### src/rtl/npc_bus_pkg.sv
// Shared definitions for the npc memory-port arbiter: bus widths, master IDs,
// FSM state encoding and a small grant-vector helper.
package npc_bus_pkg;

  localparam int ADDR_W_DEF = 32;
  localparam int DATA_W_DEF = 32;

  // Master identifiers, also used as the stored last_grant / owner value
  localparam logic MST_IFU = 1'b0;
  localparam logic MST_LSU = 1'b1;

  // Arbiter FSM states {IDLE, REQ, WAIT}
  typedef logic [1:0] npc_state_t;
  localparam npc_state_t ST_IDLE = 2'd0;
  localparam npc_state_t ST_REQ  = 2'd1;
  localparam npc_state_t ST_WAIT = 2'd2;

  // Convert a master id into its one-hot grant vector (bit0 = IFU, bit1 = LSU)
  function automatic logic [1:0] id_to_onehot(input logic id);
    logic [1:0] oh;
    if (id == MST_LSU) begin
      oh = 2'b10;
    end else begin
      oh = 2'b01;
    end
    return oh;
  endfunction

endpackage

### src/rtl/rr_arb2.sv
// Two-way round-robin picker. Purely combinational; the caller stores the
// previous winner and feeds it back on last.
module rr_arb2 (
  input  logic [1:0] req,
  input  logic       last,
  output logic [1:0] grant,
  output logic       id
);
  import npc_bus_pkg::*;

  // Pick the sole requester, or on a tie the master that did not win last
  always_comb begin
    id    = MST_IFU;
    grant = 2'b00;
    case (req)
      2'b01:   id = MST_IFU;
      2'b10:   id = MST_LSU;
      2'b11:   id = ~last;
      default: id = MST_IFU;
    endcase
    if (req != 2'b00) begin
      grant = id_to_onehot(id);
    end else begin
      grant = 2'b00;
    end
  end

endmodule

### src/rtl/npc_mem_arb.sv
// Shares one memory port between the IFU and LSU. One transaction is
// outstanding at a time; the response is steered back to the master that
// owns it. Request fields are latched at grant and held until the response.
module npc_mem_arb
  import npc_bus_pkg::*;
#(
  parameter int ADDR_W = ADDR_W_DEF,
  parameter int DATA_W = DATA_W_DEF
) (
  input  logic                clk,
  input  logic                rst,
  input  logic                ifu_req_valid,
  output logic                ifu_req_ready,
  input  logic [ADDR_W-1:0]   ifu_addr,
  output logic                ifu_resp_valid,
  output logic [DATA_W-1:0]   ifu_rdata,
  input  logic                lsu_req_valid,
  output logic                lsu_req_ready,
  input  logic [ADDR_W-1:0]   lsu_addr,
  input  logic                lsu_wen,
  input  logic [DATA_W-1:0]   lsu_wdata,
  input  logic [DATA_W/8-1:0] lsu_wmask,
  output logic                lsu_resp_valid,
  output logic [DATA_W-1:0]   lsu_rdata,
  output logic                mem_req_valid,
  input  logic                mem_req_ready,
  output logic [ADDR_W-1:0]   mem_addr,
  output logic                mem_wen,
  output logic [DATA_W-1:0]   mem_wdata,
  output logic [DATA_W/8-1:0] mem_wmask,
  input  logic                mem_resp_valid,
  input  logic [DATA_W-1:0]   mem_rdata
);

  npc_state_t state;
  logic       owner;
  logic       last_grant;
  logic [1:0] grant;
  logic       grant_id;
  logic       accept;
  logic       resp_fire;

  rr_arb2 u_rr_arb2 (
    .req   ({lsu_req_valid, ifu_req_valid}),
    .last  (last_grant),
    .grant (grant),
    .id    (grant_id)
  );

  // Read data is a straight passthrough; resp_valid qualifies it
  assign ifu_rdata = mem_rdata;
  assign lsu_rdata = mem_rdata;

  // Accept a request only while idle and out of reset; ready is same-cycle
  always_comb begin
    accept = 1'b0;
    if (!rst && (state == ST_IDLE) && (grant != 2'b00)) begin
      accept = 1'b1;
    end else begin
      accept = 1'b0;
    end
    ifu_req_ready = accept & grant[0];
    lsu_req_ready = accept & grant[1];
  end

  // Drive the memory request and route the response to its owner; reset
  // masks both so an in-flight response is discarded
  always_comb begin
    mem_req_valid = 1'b0;
    resp_fire     = 1'b0;
    if (!rst && (state == ST_REQ)) begin
      mem_req_valid = 1'b1;
    end else begin
      mem_req_valid = 1'b0;
    end
    if (!rst && (state == ST_WAIT) && mem_resp_valid) begin
      resp_fire = 1'b1;
    end else begin
      resp_fire = 1'b0;
    end
    ifu_resp_valid = resp_fire & (owner == MST_IFU);
    lsu_resp_valid = resp_fire & (owner == MST_LSU);
  end

  // FSM, owner/last-grant tracking and the request latch
  always_ff @(posedge clk) begin
    if (rst) begin
      state      <= ST_IDLE;
      owner      <= MST_LSU;
      last_grant <= MST_LSU;
      mem_addr   <= '0;
      mem_wen    <= 1'b0;
      mem_wdata  <= '0;
      mem_wmask  <= '0;
    end else begin
      case (state)
        ST_IDLE: begin
          if (accept) begin
            state      <= ST_REQ;
            owner      <= grant_id;
            last_grant <= grant_id;
            if (grant_id == MST_LSU) begin
              mem_addr  <= lsu_addr;
              mem_wen   <= lsu_wen;
              mem_wdata <= lsu_wdata;
              mem_wmask <= lsu_wmask;
            end else begin
              // Fetches are always reads with no byte enables
              mem_addr  <= ifu_addr;
              mem_wen   <= 1'b0;
              mem_wdata <= '0;
              mem_wmask <= '0;
            end
          end
        end
        ST_REQ: begin
          if (mem_req_ready) begin
            state <= ST_WAIT;
          end
        end
        ST_WAIT: begin
          if (mem_resp_valid) begin
            state <= ST_IDLE;
          end
        end
        default: begin
          state <= ST_IDLE;
        end
      endcase
    end
  end

endmodule

### config.mk
export PLATFORM = sky130hd
export DESIGN_NAME = npc_mem_arb
export DESIGN_NICKNAME = d
export VERILOG_FILES = /design/src/rtl/npc_bus_pkg.sv /design/src/rtl/rr_arb2.sv /design/src/rtl/npc_mem_arb.sv
export SDC_FILE = /design/constraint.sdc
export NUM_CORES = 1
export LEC_CHECK = 0
export ABC_CLOCK_PERIOD_IN_PS = 1600
export BUFFER_PORTS_ARGS = -buffer_cell sky130_fd_sc_hd__clkbuf_2
export CAP_MARGIN = 0
export CORE_AREA = 2 2 108 110
export CTS_CLUSTER_SIZE = 8
export DETAILED_ROUTE_END_ITERATION = 8
export DIE_AREA = 0 0 110 112
export GPL_ROUTABILITY_DRIVEN = 0
export GPL_TIMING_DRIVEN = 0
export PLACE_DENSITY = 0.66
export SYNTH_ARGS = -nofsm -noshare
export SYNTH_HDL_FRONTEND = slang
export SYNTH_SLANG_ARGS = --single-unit
### constraint.sdc
create_clock -name clk -period 1.6 [get_ports clk]
set_input_delay 0.16 -clock clk [delete_from_list [all_inputs] [get_ports clk]]
set_output_delay 0.16 -clock clk [all_outputs]
set_load 0.05 [all_outputs]
# Word level (Yosys, flattened, before mapping)
# Cells that the tools add are included.
[totals]
reg_bits = 72
elab_cells = 43
[op_classes]
eq_ne = 7
n_mux = 14
bitwise = 5
reduce_logical = 11
[ops]
columns = ["cell", "count"]
rows = [
  ["$mux 32", 2],
  ["$mux 2", 5],
  ["$eq 2x2->1 const B", 3],
  ["$ne 2x2->1 const B", 3],
  ["$pmux 2 s3", 1],
  ["$logic_and 1x1->1", 5],
  ["$and 1x1->1", 4],
  ["$mux 1", 4],
  ["$mux 4", 1],
  ["$reduce_bool 2->1", 2],
  ["$reduce_and 3->1", 1],
  ["$eq 2x1->1 const B", 1],
  ["$logic_not 2->1", 1],
  ["$pmux 1 s2", 1],
  ["$reduce_and 2->1", 1],
  ["$logic_not 1->1", 1],
  ["$not 1->1", 1],
]

# Depth between registers and ports, before layout
# Gate-level depths: netlist (run 1).
[logic_depth]
ltp_word = 9
mapped_depth = 5
ltp_nobuf = 3

# Cells and area by module
# Synthesis (run 1) repeated with hierarchy kept, for this count alone.
[unflattened]
hier_cells = 409
area_unflattened_um2 = 3716.1
[modules_own_cells]
columns = ["mod", "instances", "cells_each", "area_per_inst_um2", "seq_area_each_um2"]
rows = [
  ["npc_mem_arb", 1, 405, 3689.8, 1441.4],
  ["rr_arb2", 1, 4, 26.3, 0.0],
]

# Worst setup path after synthesis (run 1)
# Ideal clock, no wire load.
[synth_path]
path_type = "reg2out"
startpoint = "register state[0]"
endpoint = "output ifu_resp_valid"
arrival_ns = 2.138
required_time_ns = 1.440
setup_slack_ns = -0.698
path_stages_with_launch = 3
cell_sequence = "dfxtp_1 > nand2b_1 > nor4b_1"
[synth_between]
elab_chain_cells = 5
[synth_rtl]
columns = ["item", "line_no", "source"]
rows = [
  ["start: declaration", "npc_mem_arb.sv:35", "npc_state_t state;"],
  ["start signal: assignment", "npc_mem_arb.sv:88", "state <= ST_IDLE;"],
  ["start signal: assignment", "npc_mem_arb.sv:99", "state <= ST_REQ;"],
  ["start signal: assignment", "npc_mem_arb.sv:118", "state <= ST_WAIT;"],
  ["$eq 2x2->1", "npc_mem_arb.sv:76", "if (!rst && (state == ST_WAIT) && mem_resp_valid) begin"],
  ["$logic_and 1x1->1 (2 in a row)", "npc_mem_arb.sv:76", ""],
  ["$mux 1", "npc_mem_arb.sv:76", ""],
  ["$and 1x1->1", "npc_mem_arb.sv:81", "ifu_resp_valid = resp_fire & (owner == MST_IFU);"],
  ["end: declaration", "npc_mem_arb.sv:15", "output logic ifu_resp_valid,"],
]
# No other way between the ends.

# Worst setup path after layout (run 1)
[layout_path]
startpoint = "register last_grant"
endpoint = "output ifu_req_ready"
[layout_between]
elab_chain_cells = 8
[layout_rtl]
columns = ["item", "line_no", "source"]
rows = [
  ["start: declaration", "npc_mem_arb.sv:37", "logic last_grant;"],
  ["start signal: assignment", "npc_mem_arb.sv:101", "last_grant <= grant_id;"],
  ["$not 1->1 *", "n/a", ""],
  ["$pmux 1 s2 *", "rr_arb2.sv:15", "case (req)"],
  ["$mux 2 *", "npc_bus_pkg.sv:21", "if (id == MST_LSU) begin"],
  ["$mux 2 *", "rr_arb2.sv:21", "if (req != 2'b00) begin"],
  ["$reduce_bool 2->1", "npc_mem_arb.sv:57", "if (!rst && (state == ST_IDLE) && (grant != 2'b00)) begin"],
  ["$logic_and 1x1->1", "npc_mem_arb.sv:57", ""],
  ["$mux 1", "npc_mem_arb.sv:57", ""],
  ["$and 1x1->1 *", "npc_mem_arb.sv:62", "ifu_req_ready = accept & grant[0];"],
  ["end: declaration", "npc_mem_arb.sv:13", "output logic ifu_req_ready,"],
]
# Mark *: on every way between the ends. The rest lies on a longest branch, timed or not.

==> results of run 1 <==
cells in the mapped netlist:
| cell | number | area (µm²) |
|---|---|---|
| nor4bb_1 | 1 | 10.0 |
| nor3_1 | 2 | 10.0 |
| or2_1 | 2 | 12.5 |
| nor3b_1 | 1 | 7.51 |
| inv_1 | 1 | 3.75 |
| a21boi_2 | 1 | 11.3 |
| a21oi_1 | 69 | 345 |
| buf_1 | 4 | 15.0 |
| nand2b_1 | 1 | 6.26 |
| buf_2 | 16 | 80.1 |
| dfxtp_1 | 72 | 1440 |
| buf_6 | 2 | 22.5 |
| nand4_1 | 37 | 231 |
| nor4b_1 | 1 | 8.76 |
| a2111oi_1 | 1 | 10.0 |
| nor2_4 | 1 | 11.3 |
| nor2_1 | 3 | 11.3 |
| o21ai_0 | 18 | 90.1 |
| o22a_1 | 1 | 8.76 |
| nor2_2 | 1 | 6.26 |
| o21ai_1 | 20 | 100 |
| a21bo_1 | 1 | 10.0 |
| buf_4 | 73 | 548 |
| clkbuf_2 | 1 | 5.00 |
| clkbuf_1 | 13 | 48.8 |
| a311oi_1 | 12 | 105 |
| o211ai_1 | 1 | 7.51 |
| nand2_1 | 68 | 255 |
| a311oi_2 | 20 | 300 |
power by group:
| part | total [W] | switching, W | leakage (nW) | internal [W] |
|---|---|---|---|---|
| clock | 0.00241 | 0.000863 | 0.172 | 0.00155 |
| sequential | 0.00204 | 0.0000916 | 0.593 | 0.00195 |
| combinational | 0.00209 | 0.00144 | 1.97 | 0.000646 |
sequential cells by signal, indices dropped and copies added (netlist names):
name        cells
mem_wmask       4
state           2
mem_wdata      32
mem_addr       32
mem_wen         1
last_grant      1
worst max-delay path: stages (launching register included):
cell and delay [ps]:
dfxtp_4 370, a21bo_1 150, buf_12 120, nand2_1 60, nor3_2 170, clkbuf_8 210
area by class of cell:
type,count,area (µm²)
repair buffers,249,1310
inverters,1,3.75
clock buffers,9,225
fillers,1110,5520
multi-input cells,262,1630
plain buffers,108,737
well taps,143,179
clock inverters,7,128
flip-flops and latches,72,1450
path summary, 6_finish.rpt:
check                              endpoint  cells past startpoint
hold / removal        state[0]$_SDFFE_PP0P_                      2
setup reg to reg  mem_addr[23]$_SDFFE_PP0P_                      6
setup / recovery              ifu_req_ready                      5
hold reg to reg   mem_wdata[3]$_SDFFE_PP0P_                      2
per-stage QoR:
step	utilization	hold slack, ps	TNS, ps
floorplan	-	267	-204
global placement	0.461	373	-434
detailed placement	0.461	388	-471
CTS	0.501	28.8	0
global route	0.506	39.1	0
finish	0.506	38.3	0
timing repair:
action                     in CTS  in global routing
pin swaps                       2                  1
gates resized for setup        20                  7
buffers inserted                4                  2
setup endpoints to repair       4                  7
cell families (layout without fill, tap and decap cells):
family                 count (synthesis)  after routing  synth area share
AO/OA/AOI/OAI                        144            144             0.265
AND/OR/NAND/NOR                      118            118             0.153
buffers and inverters                110            374             0.194
flip-flops                            72             72             0.387
routing by layer:
| metal | track usage | share of wire |
|---|---|---|
| met4 | 0.0675 | 0.016 |
| met5 | 0 | 0 |
| met1 | 0.213 | 0.39 |
| met2 | 0.356 | 0.50 |
| met3 | 0.0486 | 0.092 |
==> results.yml, run 1 <==
critical_path:
  worstReg2RegStart: "last_grant$_SDFFE_PP1P_"
  timing.critical_path.to_type: "output port"
  setup.reg_to_reg.worst_slack_ps: 130
  cp_max_fanout: 4
  path_class: "reg2out"
  critical_path_required_ps: 1440
  timing.critical_path.arrival_ps: 1410
  startpoint_type: "flip-flop"
  critical_path.startpoint: "last_grant$_SDFFE_PP1P_"
layout:
  layout-drive-gt1-share: 0.551
  final_common_cell: "clkbuf_2"
  final_nets: 842
  finish.instance_area_um2: 5660
  synthToLayoutAreaGrowth_pct: 51.9
  layout.cells.non_filler: 851
  antenna_cells: 0
  most-common-layout-cells: "clkbuf_2, buf_4, a21oi_1, dfxtp_1, nand2_1"
sta:
  min_period_ps: 1570
  final-hold-violation-count: 0
  rsz_0062_raised_after_global_routing: "no"
  maxClockFrequency_mhz: 639
  final_setup_violation_count: 0
  clock-skew-final_ps: 7.37
  timing.final.max_slew_violations: 0
  worst_slew_margin_rel: 0.523
  fin_crit_sh: 0.978
  setup_slack_ps: 34.6
  tightest_slew_ps: 716
logic_synthesis:
  ys.warnings.count: 0
  yosys_register_bits: 72
  mappedNetlistNets: 583
  syn_inst: 444
  syn-mean-instance-area_um2: 8.39
  post_synth_num_cell_types: 29
  synth.yosys.seq_area_share: 0.387
  syn_area_um2: 3720
floorplan:
  core_region_area_um2: 11200
  design.portCount: 277
  start_util: 0.333
  rows: 39
  die_height_um: 112
  fp.dieArea_um2: 12300
  die_x_um: 110
route:
  vias: 4150
  violation_count_after_the_first_detailed_routing_iteration: 231
  drtPass1Iterations: 4
  via_per_inst: 4.88
  avgRoutedWirePerCell_um: 14.7
  detail-route-antenna-nets: 0
  totalWireLength_um: 12500
  detail_route.drc_violations: 0
power_and_ir_drop:
  finalPower_w: 0.00653
  static_leakage_nw: 2.73
  peakVddDrop_uv: 506
  power.density_cell_area_nw_per_um2: 1160
global_routing:
  gr-usage-all-layers: 0.195
  antenna_found_initial: 0
  grt_pass1_vias: 3948
  grt_overflow: 0
  largest_net_degree_at_the_start_of_global_routing: 15
  wire_length_of_the_first_global_routing_pass_um: 18800
placed_design:
  detailedPlacementHpwl_um: 9730
  place_worst_setup_slack_ps: -238
  dp.cells: 830
  portBuffers: 243
  placed_area_um2: 5150
worst_hold_path:
  timing.hold.worst.start: "mem_req_ready"
  min_path_type: "in2reg"
clock_tree:
  inserted_clock_buffers: 9
  cts.hold.buffers_added: 0
  worst_skew_pair.late_latency_ps: 340
  root_buffer: "clkbuf_16"
  tritoncts: "built"
  cts-htree-levels: 3
  cts.sinks: 72
  cts-root-to-sink-buffers: 2
  cts.reportedPaths.clkPinSlew_ps: 60
job:
  maxCapViolations: 0
run_status:
  run_status: "finished, final reports clean"
Power figures use the tool's default switching activity.
==> run 2, diff against run 1 <==
--- a/config.mk
+++ b/config.mk
@@ -5,16 +5,16 @@
 export SDC_FILE = /design/constraint.sdc
 export NUM_CORES = 1
 export LEC_CHECK = 0
-export ABC_CLOCK_PERIOD_IN_PS = 1600
+export ABC_CLOCK_PERIOD_IN_PS = 1300
 export BUFFER_PORTS_ARGS = -buffer_cell sky130_fd_sc_hd__clkbuf_2
 export CAP_MARGIN = 0
-export CORE_AREA = 2 2 108 110
+export CORE_AREA = 2 2 107 109
 export CTS_CLUSTER_SIZE = 8
 export DETAILED_ROUTE_END_ITERATION = 8
-export DIE_AREA = 0 0 110 112
+export DIE_AREA = 0 0 109 111
 export GPL_ROUTABILITY_DRIVEN = 0
 export GPL_TIMING_DRIVEN = 0
-export PLACE_DENSITY = 0.66
+export PLACE_DENSITY = 0.69
 export SYNTH_ARGS = -nofsm -noshare
 export SYNTH_HDL_FRONTEND = slang
 export SYNTH_SLANG_ARGS = --single-unit
==> constraint.sdc (replaced) <==
create_clock -name clk -period 1.3 [get_ports clk]
set_input_delay 0.13 -clock clk [delete_from_list [all_inputs] [get_ports clk]]
set_output_delay 0.13 -clock clk [all_outputs]
set_load 0.05 [all_outputs]
==> run 2 against run 1 <==
  * The run now ends with setup timing left
  * Clock power grew 3%
  * Global-route usage grew 0.71 points
  * First-iteration DRC count grew 14%
  * Sequential share of layout area fell by 1.4 points
  * Wire length is 2.6% higher
  * Final area up 6.1%
  * Combinational power grew 35%
  * Sequential cell count stayed put
  * Worst setup slack lost 240 ps
  * Utilization up 3.6 points
  * Critical path depth down 1
  * Critical path type unchanged
==> results.yml, run 2 (synthesized netlist as in run 1, its figures left out) <==
run_status:
  run_status: "complete, but fails checks"
  violations: "setup timing"
global_routing:
  wire_length_of_the_first_global_routing_pass_um: 19400
  met3_usage: 0.0494
  globalRouteMet1Util: 0.245
  antenna_found_initial: 0
  grt_pass1_vias: 4032
  gr-usage-all-layers: 0.202
  grt_overflow: 0
  global_route.usage.met2: 0.347
  largest_net_degree_at_the_start_of_global_routing: 13
  busiest_layer: "met2"
layout:
  final_common_cell: "clkbuf_2"
  antenna_cells: 0
  final_nets: 854
  synthToLayoutAreaGrowth_pct: 61.2
  utilization: 0.542
  largest_registers: "mem_addr x32, mem_wdata x32, mem_wmask x4"
  layout-drive-gt1-share: 0.614
  most-common-layout-cells: "clkbuf_2, buf_4, a21oi_1, dfxtp_1, nand2_1"
critical_path:
  worstPathBufferInverterCount: 2
  startpoint_type: "flip-flop"
  timing.critical_path.mode_cell: "buf_8"
  setup.reg_to_reg.worst_slack_ps: -140
  worst_path_cell_chain: "a21bo_4 -> buf_8 -> nor3_4 -> buf_8"
  cpLargestDelayFamily: "flip-flops"
  cp_max_fanout: 3
  timing.critical_path.to_type: "output port"
  timing.critical_path.arrival_ps: 1370
  cp_slowest_cell: "dfxtp_4"
  path_depth: 4
  critical_path_required_ps: 1170
  crit_path_max_incr_delay_ps: 350
  path_class: "reg2out"
  reg2reg_depth: 6
  worstReg2RegStart: "last_grant$_SDFFE_PP1P_"
  reg2reg_to: "mem_addr[10]$_SDFFE_PP0P_"
worst_hold_path:
  timing.hold.worst.start: "lsu_wdata[1]"
  min_to: "mem_wdata[1]$_SDFFE_PP0P_"
  min_path_type: "in2reg"
  whs_path_depth: 3
sta:
  setup_slack_ps: -204
  rsz_0062_raised_after_global_routing: "yes"
  clock-skew-final_ps: 6.05
  fin_crit_sh: 1.16
  timing.setup.tns_ps: -3700
  maxClockFrequency_mhz: 665
  min_period_ps: 1500
  worst_slew_margin_rel: 0.463
  tightest_slew_ps: 806
  final-hold-violation-count: 0
  finalHoldWorstSlack_ps: 37.7
  timing.final.max_slew_violations: 0
  final_setup_violation_count: 54
placed_design:
  portBuffers: 243
  detailedPlacementHpwl_um: 9680
clock_tree:
  inserted_clock_buffers: 9
  cts-htree-levels: 3
  cts-root-to-sink-buffers: 2
  worst_skew_pair.late_latency_ps: 330
  cts.sinks: 72
  root_buffer: "clkbuf_16"
  tritoncts: "built"
  cts.reportedPaths.clkPinSlew_ps: 60
power_and_ir_drop:
  finalPower_w: 0.00781
  peakVddDrop_uv: 625
  power.density_cell_area_nw_per_um2: 1300
  static_leakage_nw: 2.88
floorplan:
  die_height_um: 111
  rows: 39
  start_util: 0.336
  die_x_um: 109
  core_region_area_um2: 11100
  design.portCount: 277
  fp.dieArea_um2: 12100
route:
  detail-route-antenna-nets: 0
  violation_count_after_the_first_detailed_routing_iteration: 263
  drtPass1Iterations: 4
  vias: 4233
  totalWireLength_um: 12800
  detail_route.drc_violations: 0
  via_per_inst: 4.90
  avgRoutedWirePerCell_um: 14.9
job:
  maxCapViolations: 0
-- run 2: worst reg2reg max path: stages (launching register included) --
cell,delay (ps)
dfxtp_4,350
buf_8,140
a21boi_4,270
buf_6,170
buf_8,130
nand2_4,50
a311oi_2,250
-- run 2: what timing repair did --
action                                  4_1_cts  5_1_grt
buffers inserted                              5        8
hold endpoints to repair                      1        0
cloned                                        0        4
pin swaps                                     4       46
hold buffers                                  1        0
resized for setup                            28       86
endpoints found under the setup margin       68       72
-- run 2: through the flow --
step | setup slack, ps | area [µm²] | std cells
final | -204 | 6000 | 863
after floorplan | -252 | 3810 | 444
after global placement | -298 | 5210 | 830
after global routing | -264 | 6000 | 863
after CTS | -243 | 5650 | 852
after detailed placement | -349 | 5210 | 830
-- run 2: routing by layer --
| layer | vias up | wire length (µm) |
|---|---|---|
| li1 | 2075 | - |
| met1 | 1954 | 5240 |
| met2 | 190 | 6440 |
| met3 | 14 | 983 |
| met4 | 0 | 163 |
| met5 | - | 0 |
-- run 2: worst max-delay path by stage --
stage	startpoint	endpoint	slack, ps
final	last_grant$_SDFFE_PP1P_	lsu_req_ready	-200
after global routing	last_grant$_SDFFE_PP1P_	lsu_req_ready	-260
after CTS	state[0]$_SDFFE_PP0P_	lsu_req_ready	-240
after detailed placement	ifu_req_valid	lsu_req_ready	-350
after global placement	ifu_req_valid	lsu_req_ready	-300
after floorplan	state[0]$_SDFFE_PP0P_	ifu_resp_valid	-250
-- run 2: report_power, final --
part / switching [W] / internal (W) / total [W]
logic: 0.00187 / 0.000950 / 0.00282
clock network: 0.000944 / 0.00154 / 0.00248
registers: 0.000116 / 0.00239 / 0.00251
total: 0.00293 / 0.00488 / 0.00781
-- run 2: final cells by class --
cell class / instances / area, µm²
multi-input combinational: 262 / 1800
fill: 1078 / 5070
inverter: 1 / 3.75
buffer: 108 / 807
clock inverter: 5 / 56.3
tap: 143 / 179
sequential: 72 / 1450
clock buffer: 11 / 243
timing repair buffer: 261 / 1460
